$ cat config.mk
export PLATFORM = sky130hd
export DESIGN_NAME = fetch_unit
export DESIGN_NICKNAME = d
export VERILOG_FILES = /design/src/rtl/fetch_unit.sv
export SDC_FILE = /design/constraint.sdc
export NUM_CORES = 1
export LEC_CHECK = 0
export ABC_AREA = 1
export CAP_MARGIN = 25
export CORE_ASPECT_RATIO = 1.1
export CORE_MARGIN = 5
export CORE_UTILIZATION = 58
export DETAILED_ROUTE_END_ITERATION = 12
export PLACE_DENSITY = 0.85
export SLEW_MARGIN = 20
export SYNTH_ARGS = -nofsm -noshare
export SYNTH_HDL_FRONTEND = slang
export SYNTH_SLANG_ARGS = --single-unit
$ cat constraint.sdc
create_clock -name clock -period 7.65 [get_ports clock]
set_input_delay 1.53 -clock clock [delete_from_list [all_inputs] [get_ports clock]]
set_output_delay 1.53 -clock clock [all_outputs]
set_load 0.05 [all_outputs]
$ cat src/rtl/fetch_unit.sv
// fetch_unit: owns the PC, addresses IMEM and buffers {pc, instruction} pairs for decode.
// Optional macro FETCH_MISALIGN_CHECK_EN: a misaligned redirect target halts fetch.
module fetch_unit #(
   parameter logic [31:0] RESET_VECTOR = 32'h0000_0000,
   parameter int unsigned FIFO_DEPTH   = 2
) (
   input  logic        clock,
   input  logic        reset,
   output logic [31:0] imem_address,
   input  logic [31:0] imem_data,
   input  logic        imem_valid,
   input  logic        redirect_valid,
   input  logic [31:0] redirect_pc,
   output logic        instr_valid,
   input  logic        instr_ready,
   output logic [31:0] instr,
   output logic [31:0] instr_pc,
   output logic        fetch_misaligned
);

   localparam int unsigned PTR_W = $clog2(FIFO_DEPTH);
   localparam int unsigned CNT_W = PTR_W + 1;
   localparam logic [31:0] NOP   = 32'h0000_0013;

   typedef struct packed {
      logic [31:0] pc;
      logic [31:0] word;
   } entry_t;

   entry_t           buffer [FIFO_DEPTH];
   logic [31:0]      pc_q, pc_d;
   logic [CNT_W-1:0] count_q, count_d;
   logic [PTR_W-1:0] rd_q, rd_d, wr_q, wr_d;
   logic             halted_q, halted_d;
   logic             valid_q, valid_d;
   logic             misaligned_q, misaligned_d;
   entry_t           head_q, head_d;
   logic             pop_c, push_c, bad_target_c;
   entry_t           fetched_c;

   // Next-state logic; the head is precomputed so decode sees only registered values.
   always_comb begin
      bad_target_c = 1'b0;
`ifdef FETCH_MISALIGN_CHECK_EN
      bad_target_c = redirect_valid && (redirect_pc[1:0] != 2'b00);
`endif
      fetched_c    = '{pc: pc_q, word: imem_data};
      pop_c        = valid_q && instr_ready;
      push_c       = imem_valid && !redirect_valid && !halted_q &&
                     ((count_q < CNT_W'(FIFO_DEPTH)) || pop_c);
      pc_d         = pc_q;
      count_d      = count_q;
      rd_d         = rd_q;
      wr_d         = wr_q;
      halted_d     = halted_q;
      misaligned_d = bad_target_c;

      if (redirect_valid) begin
         // Flush wins over any same-cycle pop or push
         count_d = '0;
         rd_d    = '0;
         wr_d    = '0;
         pc_d    = bad_target_c ? redirect_pc : {redirect_pc[31:2], 2'b00};
`ifdef FETCH_MISALIGN_CHECK_EN
         halted_d = bad_target_c;
`endif
      end else begin
         if (push_c) begin
            wr_d = wr_q + PTR_W'(1);
            pc_d = pc_q + 32'd4;
         end
         if (pop_c) begin
            rd_d = rd_q + PTR_W'(1);
         end
         count_d = count_q + CNT_W'(push_c) - CNT_W'(pop_c);
      end

      valid_d = (count_d != '0);
      head_d  = '{pc: 32'h0, word: NOP};
      if (valid_d) begin
         // Entry being written this edge becomes the head when the buffer is otherwise empty
         head_d = (push_c && (wr_q == rd_d)) ? fetched_c : buffer[rd_d];
      end
   end

   always_ff @(posedge clock) begin
      if (push_c) begin
         buffer[wr_q] <= fetched_c;
      end
   end

   always_ff @(posedge clock or negedge reset) begin
      if (!reset) begin
         pc_q         <= RESET_VECTOR;
         count_q      <= '0;
         rd_q         <= '0;
         wr_q         <= '0;
         halted_q     <= 1'b0;
         valid_q      <= 1'b0;
         misaligned_q <= 1'b0;
         head_q       <= '{pc: 32'h0, word: NOP};
      end else begin
         pc_q         <= pc_d;
         count_q      <= count_d;
         rd_q         <= rd_d;
         wr_q         <= wr_d;
         halted_q     <= halted_d;
         valid_q      <= valid_d;
         misaligned_q <= misaligned_d;
         head_q       <= head_d;
      end
   end

   assign imem_address     = pc_q;
   assign instr_valid      = valid_q;
   assign instr            = head_q.word;
   assign instr_pc         = head_q.pc;
   assign fetch_misaligned = misaligned_q;

endmodule

Yosys cells after proc, flatten, opt, wreduce, memory -nomap -nowiden:

Memories as Yosys holds them, arrays and structs flattened.
Cells that the tools add are included.

* equality and inequality tests: 1
* add/sub/neg operators: 5
* multipliers: 0
* bitwise gates (word level): 0
* divide/modulo/power cells: 0
* muxes and demuxes: 11
* shift operators: 0
* reductions and logical operators: 8
* $lt $le $gt $ge: 1

Operators by type and width (number)
* 64-bit two-way mux: 2
* 32-bit two-way mux: 2
* 32-bit by 3-bit adder with 32-bit output (second input constant): 1
* 1-bit two-way mux: 6
* 1-bit logical AND: 4
* 2-bit nonzero test: 2
* 1-bit adder (second input constant): 2
* 2-bit by 1-bit adder with 2-bit output: 1
* 2-bit less-than comparator (second input constant): 1
* 2-bit two-way mux: 1
* 2-bit by 1-bit subtractor with 2-bit output: 1
* 1-bit equality test: 1
* 1-bit logical NOT: 1
* 1-bit logical OR: 1

* logic and storage cells: 34
* memories: 1
* output and inout bits: 98
* bits in writable memories: 128
* bits in latches: 0
* bits of input ports: 69
* bits in registers: 101
* memory bits (read-only): 0

Memories
* buffer: words 2, width 64, read ports 1, clocked after Yosys merged registers in 0, wr ports 1, line 30 `entry_t buffer [FIFO_DEPTH];`

Depth between registers and ports, before layout:

Gate-level depths: netlist of run 1.

* depth in word-level cells: 8
* depth in mapped cells: 14
* depth with buffers taken out: 12

Least setup slack after synthesis of run 1:

No wires, ideal clock.

* path kind: input to register
* from: input instr_ready
* to: memory buffer[0][0] (netlist bit) (enable)
* cell stages on the path: 5
* data arrival time: 4.595 ns
* setup time: 0.483 ns
* path buffers: 1
* setup slack: 2.572 ns
* required time: 7.167 ns
* cell sequence: nand2_1 > nand2_1 > nand3_1 > buf_2 > nor2_1

* cells in the longest elaborated chain, start to end: 5

Ends and longest elaborated chain
* start: declaration: line 15 `input logic instr_ready,`
* 1-bit logical AND: line 48 `pop_c = valid_q && instr_ready;`
* 1-bit logical OR: line 50 `((count_q < CNT_W'(FIFO_DEPTH)) || pop_c);`
* 1-bit logical AND: line 49 `push_c = imem_valid && !redirect_valid && !halted_q &&`
* 1-bit two-way mux: line 87 `if (push_c) begin`
* 1-bit two-way mux (not written as such): line 88 `buffer[wr_q] <= fetched_c;`
* end: declaration: line 30

No other way between the ends.

==> results of run 1 <==
[worst max-delay path: cells and delay by family]
family,cells,cell delay [ns]
buf+inv,4,1.08
simple gates,8,1.80
fa+ha+maj,2,0.64
[cell families after synthesis]
group / Yosys count
compound gates: 35
flops: 221
xor+xnor: 12
buf+inv: 275
simple gates: 663
other cells: 1
fa+ha+maj: 3
[power by group]
group / total [mW] / switching, mW / internal, mW
Clock: 1.07 / 0.428 / 0.641
Combinational: 1.74 / 1.23 / 0.511
Sequential: 1.62 / 0.119 / 1.50
[layout by cell type, fill, tap and decap left out, drive strengths merged, types with 25 or more instances in the layout]
master / count
dfrtp: 94
nand4: 60
nor2: 101
clkbuf: 36
o21ai: 25
nand2: 393
nand3: 107
clkdlybuf4s50: 157
edfxtp: 124
inv: 211
[state kept, by name, indices dropped and copies added (netlist names)]
signal	count
count_q	2
instr	32
instr_valid	1
instr_pc	30
imem_address	30
buffer	124
wr_q	1
rd_q	1
[cells in the mapped netlist (all sizes together)]
library cell,instances,area (µm²)
xnor2,2,17.5
o221ai,3,26.3
xor2,10,87.6
a21oi,1,5.00
nand2,393,1480
ha,3,37.5
nor2,101,384
nand4,60,375
clkbuf,18,67.6
dfstp,3,78.8
a31oi,1,6.26
edfxtp,124,3720
and2,2,12.5
o211ai,1,7.51
o21bai,4,30.0
conb,1,3.75
nand3,107,551
buf,46,261
inv,211,792
o21ai,25,125
dfrtp,94,2350
[through the flow]
| stage | instance area, µm² | util [%] | setup slack, ns | power [mW] | std cells |
|---|---|---|---|---|---|
| after floorplan | 10400 | - | 2.57 | 2.81 | 1214 |
| after global placement | 12100 | 68.4 | 2.06 | 3.33 | 1558 |
| after detailed placement | 12100 | 68.4 | 2.55 | 3.37 | 1558 |
| after CTS | 12800 | 72.4 | 3.04 | 4.45 | 1598 |
| after global routing | 12800 | 72.5 | 2.74 | 4.66 | 1599 |
| final | 12800 | 72.5 | 2.97 | 4.43 | 1599 |
[worst min path at each step]
stage                      from             to  depth (start not counted)
2_1_floorplan      buffer[1][0]       instr[0]                          4
3_3_place_gp   imem_address[31]  buffer[1][63]                          0
3_5_place_dp   imem_address[31]  buffer[1][63]                          0
4_1_cts        imem_address[31]  buffer[1][63]                          0
5_1_grt        imem_address[31]  buffer[1][63]                          0
6_report           buffer[1][0]       instr[0]                          4
[area by class of cell]
cell class | instances | area [µm²]
Inverter | 211 | 792
Timing Repair Buffer | 171 | 1680
Sequential cell | 221 | 6150
Multi-Input combinational cell | 718 | 3180
Fill cell | 1302 | 4850
Tap cell | 238 | 298
Clock buffer | 36 | 644
Clock inverter | 4 | 68.8
[metal layers]
layer  vias up  wire length [µm]  GRT usage (%)  share of wire (%)
met5         -                 0              0                  0
li1       4057                 -              -                  -
met2       425             13500           45.7                 50
met4         0              1110           12.4                4.1
met3        83              2260           4.21                8.3
met1      3961             10300           32.5                 38
==> qor.txt, run 1 <==
Outcome -> completed
Starting DRC count in detailed routing -> 743
Vias in the first global route -> 8733
Crit-path max FO -> 38
Synth Register Bits -> 221
Detailed-route DRC error count -> 0
Clk_lat worst skew -> 0.49 ns
Total number of vias -> 8526
Synth Area in Compound Gates -> 1.92%
Fmax -> 214 MHz
Maximum VDD drop -> 0.194 mV
Min Tclk post-route -> 4.68 ns
First-pass GRT wire length -> 43.1 mm
Io pins -> 167
Total GRT Usage -> 26.5%
Main combinational cell family by area after synthesis -> simple AND/OR/NAND/NOR gates
Layout cells sized above 1 -> 4.78%
Die width -> 138 µm
Fin nets -> 1417
Slew HR -> 37.2%
CP max stage delay -> 0.66 ns
Seq/Total Area, Yosys -> 59.0%
Netlist cell types -> 28
Site Rows -> 51
Die H -> 151 µm
Final Cycle Share -> 61.2%
DR WL/cell -> 17.0 µm
Most used cell along the critical path -> nand2_1
CTS tree -> done
Max-cap violation count -> 0
Slew @ Worst Pin -> 0.942 ns
Syn Std Cell Area -> 10400 µm²
Crit path cell chain -> clkdlybuf4s50_1, nand2_1, nand2_1, nand3_1, ha_1, inv_1, ha_1, inv_1, nand2_1, nand3_1, nand2_2, buf_4, nand2_1, nor2_1
Syn Inst Count -> 1210
Die area -> 20800 µm²
Vias/cell -> 5.33
Area grow syn2layout -> 23.0%
CP endpoint -> instr_pc[24]
Min-Delay Path Class -> register to register
Total clock sinks -> 221
Leak -> 6.08 nW
Post-DP HPWL -> 16.6 mm
Critical path origin -> instr_ready
Initial antenna violation count -> 0
Setup-failing EPs final -> 0
Reg2Reg Setup Slack -> 4.14 ns
R2r startpoint -> instr_valid
Post-CTS Setup Bufs -> 0
Worst Path Arrival -> 5.09 ns
Hold_ws -> 0.551 ns
Power Density -> 346 nW/µm²
Root Driver -> clkbuf_16
Slowest CP cell -> nand2_2
CTS Buf Count -> 22
Simple-gate share of the synthesized area -> 26.9%
WL final -> 27.2 mm
Final Hold Fails -> 0
CTS max path bufs -> 3
Worst r2r path cells -> 13
Adder-Cell Fraction of Synth Area -> 0.360%
Core ar. -> 17700 µm²
Largest net degree at the start of global routing -> 84
Post-CTS Resized -> 0
Hold_buf cts -> 0
Critical Path Source Type -> input port
Routed Antenna Nets -> 0
XOR/XNOR Fraction of Synth Area -> 1.01%
Ys Warns -> 0
PortBufs -> 159
DR pass1 iterations -> 6
Fin Setup TNS -> 0 ns
Starting Density -> 59.0%
Syn_area_per_cell -> 8.62 µm²
GR Overflow Total -> 0
RSZ-0062 raised after global routing -> false
Clk slew on worst S/H paths -> 0.06 ns
Clock Skews -> 0.00844 ns
FF-to-FF End -> instr_pc[24]
Max Slew Vio Count -> 0
Post-synthesis mux area share -> 0%
Req. time, crit path -> 8.06 ns
H-tree depth -> 1
Placer Congestion -> 0.901
Inserted Diodes -> 0
Setup crit end kind -> register
Critical path class -> input port to register
Note: power is estimated with default switching activity, not from simulation.
==> run 2, diff against run 1 <==
- CORE_UTILIZATION: 58 -> 49
- PLACE_DENSITY: 0.85 -> 0.77
- clock period: 7.65 -> 3.8 ns (I/O delays scaled with it)
==> run 2 against run 1 <==
Critical path type unchanged. Cell count up 4.4%. Sequential power up 100%. Count of clock-buffer cells in the layout down 5. Critical path depth unchanged. Utilization down 11 points. Hold slack worse by 0.23 ns. Global-route usage down 3.5 points. Combinational power up 100%. Wire length up 0.69%. Register-to-register slack worse by 2.8 ns. Die area up 17%. Largest cell class unchanged. Sequential share of layout area down 1.1 points.
==> qor.txt, run 2 (synthesized netlist as in run 1, its figures left out) <==
Core ar. -> 21200 µm²
Critical path class -> input port to register
Combinational Power Share -> 38.5%
Io pins -> 167
DR pass1 iterations -> 5
PortBufs -> 159
Clock Skews -> 0.0120 ns
Switching power -> 3.63 mW
Starting DRC count in detailed routing -> 649
FF-to-FF End -> instr_pc[24]
Slew @ Worst Pin -> 0.739 ns
Post-CTS Resized -> 0
Post-DP HPWL -> 17.9 mm
Min Tclk post-route -> 2.79 ns
Routed Antenna Nets -> 0
Sequential power share -> 35.4%
Starting Density -> 49.3%
Area grow syn2layout -> 25.8%
Vias in the first global route -> 8532
Reg2Reg Setup Slack -> 1.34 ns
CTS tree -> done
DR WL/cell -> 16.4 µm
Clk_lat worst skew -> 0.51 ns
CTS Buf Count -> 24
Clk slew on worst S/H paths -> 0.06 ns
Die area -> 24300 µm²
Max-cap violation count -> 0
Fillers -> 1795
Layout cells sized above 1 -> 6.31%
Power Density -> 703 nW/µm²
H-tree depth -> 1
Detailed-route DRC error count -> 0
Post-CTS Setup Bufs -> 0
Clock power share -> 26.1%
Int Power -> 5.58 mW
Maximum VDD drop -> 0.373 mV
Worst r2r path cells -> 13
Root Driver -> clkbuf_16
Final Cycle Share -> 73.4%
Total clock sinks -> 221
RSZ-0062 raised after global routing -> false
Site Rows -> 56
Vias/cell -> 5.06
Req. time, crit path -> 4.22 ns
Initial antenna violation count -> 0
Die width -> 149 µm
First-pass GRT wire length -> 44.5 mm
Hold_buf cts -> 0
Placer Congestion -> 0.905
Min-Delay Path Class -> input port to async pin
Commonest cells after routing, fill and taps aside -> nand2_1 (390), inv_1 (201), clkdlybuf4s50_1 (158)
Total number of vias -> 8445
CTS max path bufs -> 3
Largest net degree at the start of global routing -> 49
Sw Ratio -> 39.4%
Fin Setup TNS -> 0 ns
Most flops, register -> buffer
Pre-CTS setup slack -> 0.547 ns
Max reg flops -> 124
Critical Path Source Type -> input port
GR Overflow Total -> 0
Hold_ws -> 0.317 ns
Setup WS post-layout -> 1.01 ns
Slew HR -> 50.7%
Die H -> 163 µm
Crit-path max FO -> 44
Outcome -> completed
Total GRT Usage -> 23.0%
Leak -> 6.22 nW
R2r startpoint -> instr_valid
Inserted Diodes -> 0
Final Hold Fails -> 0
Setup-failing EPs final -> 0
Fmax -> 358 MHz
Fin nets -> 1434
WL final -> 27.4 mm
Worst Path Arrival -> 3.21 ns
Commonest non-fill, non-tap cell in the layout -> nand2_1
Max Slew Vio Count -> 0
Setup crit end kind -> register
==> run 2: worst max-delay path by stage <==
stage | end | start | cells after the start | slack, ns
floorplan | buffer[0][0] | instr_ready | 5 | 0.54
global placement | instr_pc[22] | instr_ready | 11 | 0.63
detailed placement | instr_pc[24] | instr_ready | 14 | 0.55
CTS | instr_pc[24] | instr_ready | 14 | 1.04
global route | instr_pc[24] | instr_ready | 14 | 0.81
finish | instr_pc[24] | instr_ready | 14 | 1.01
==> run 2: layout make-up <==
| class | instances | area (µm²) | area share, % |
|---|---|---|---|
| clock buffers | 31 | 658 | 5.02 |
| clock inverters | 12 | 164 | 1.25 |
| inverters | 211 | 792 | 6.04 |
| multi-input cells | 718 | 3180 | 24.3 |
| flip-flops and latches | 221 | 6150 | 46.9 |
| well taps | 290 | 363 | 2.77 |
| repair buffers | 186 | 1800 | 13.8 |
==> run 2: metrics by stage <==
step / instances / power (mW) / util, % / cell area (µm²)
floorplan: 1214 / 5.65 / - / 10400
finish: 1669 / 9.22 / 62.0 / 13100
global placement: 1626 / 6.78 / 58.1 / 12300
detailed placement: 1626 / 6.85 / 58.1 / 12300
CTS: 1669 / 9.27 / 62.0 / 13100
global route: 1669 / 9.69 / 62.0 / 13100
==> run 2: critical path, cell delays in order <==
cell and delay (ns):
clkdlybuf4s50_1 0.49, nand2_1 0.12, nand2_1 0.11, nand3_1 0.12, ha_1 0.29, inv_1 0.06, ha_1 0.18, inv_1 0.06
nand2_1 0.07, nand3_1 0.11, nand2_2 0.09, buf_4 0.46, nand2_1 0.10, nor2_1 0.19
==> run 2: power groups by stage <==
stage	combinational (mW)	sequential, mW	clock [mW]
after floorplan	1.24	4.41	0
after global placement	3.49	3.29	0
after detailed placement	3.55	3.30	0
after CTS	3.56	3.27	2.44
after global routing	3.83	3.31	2.55
final	3.55	3.26	2.41
==> run 2: per-layer routing <==
metal  GRT usage, %  wire (µm)  vias up
met5              0          0        -
met2           39.8      13700      339
met4           7.62        790        0
met1           29.8      10900     3959
li1               -          -     4091
met3           3.34       1990       56
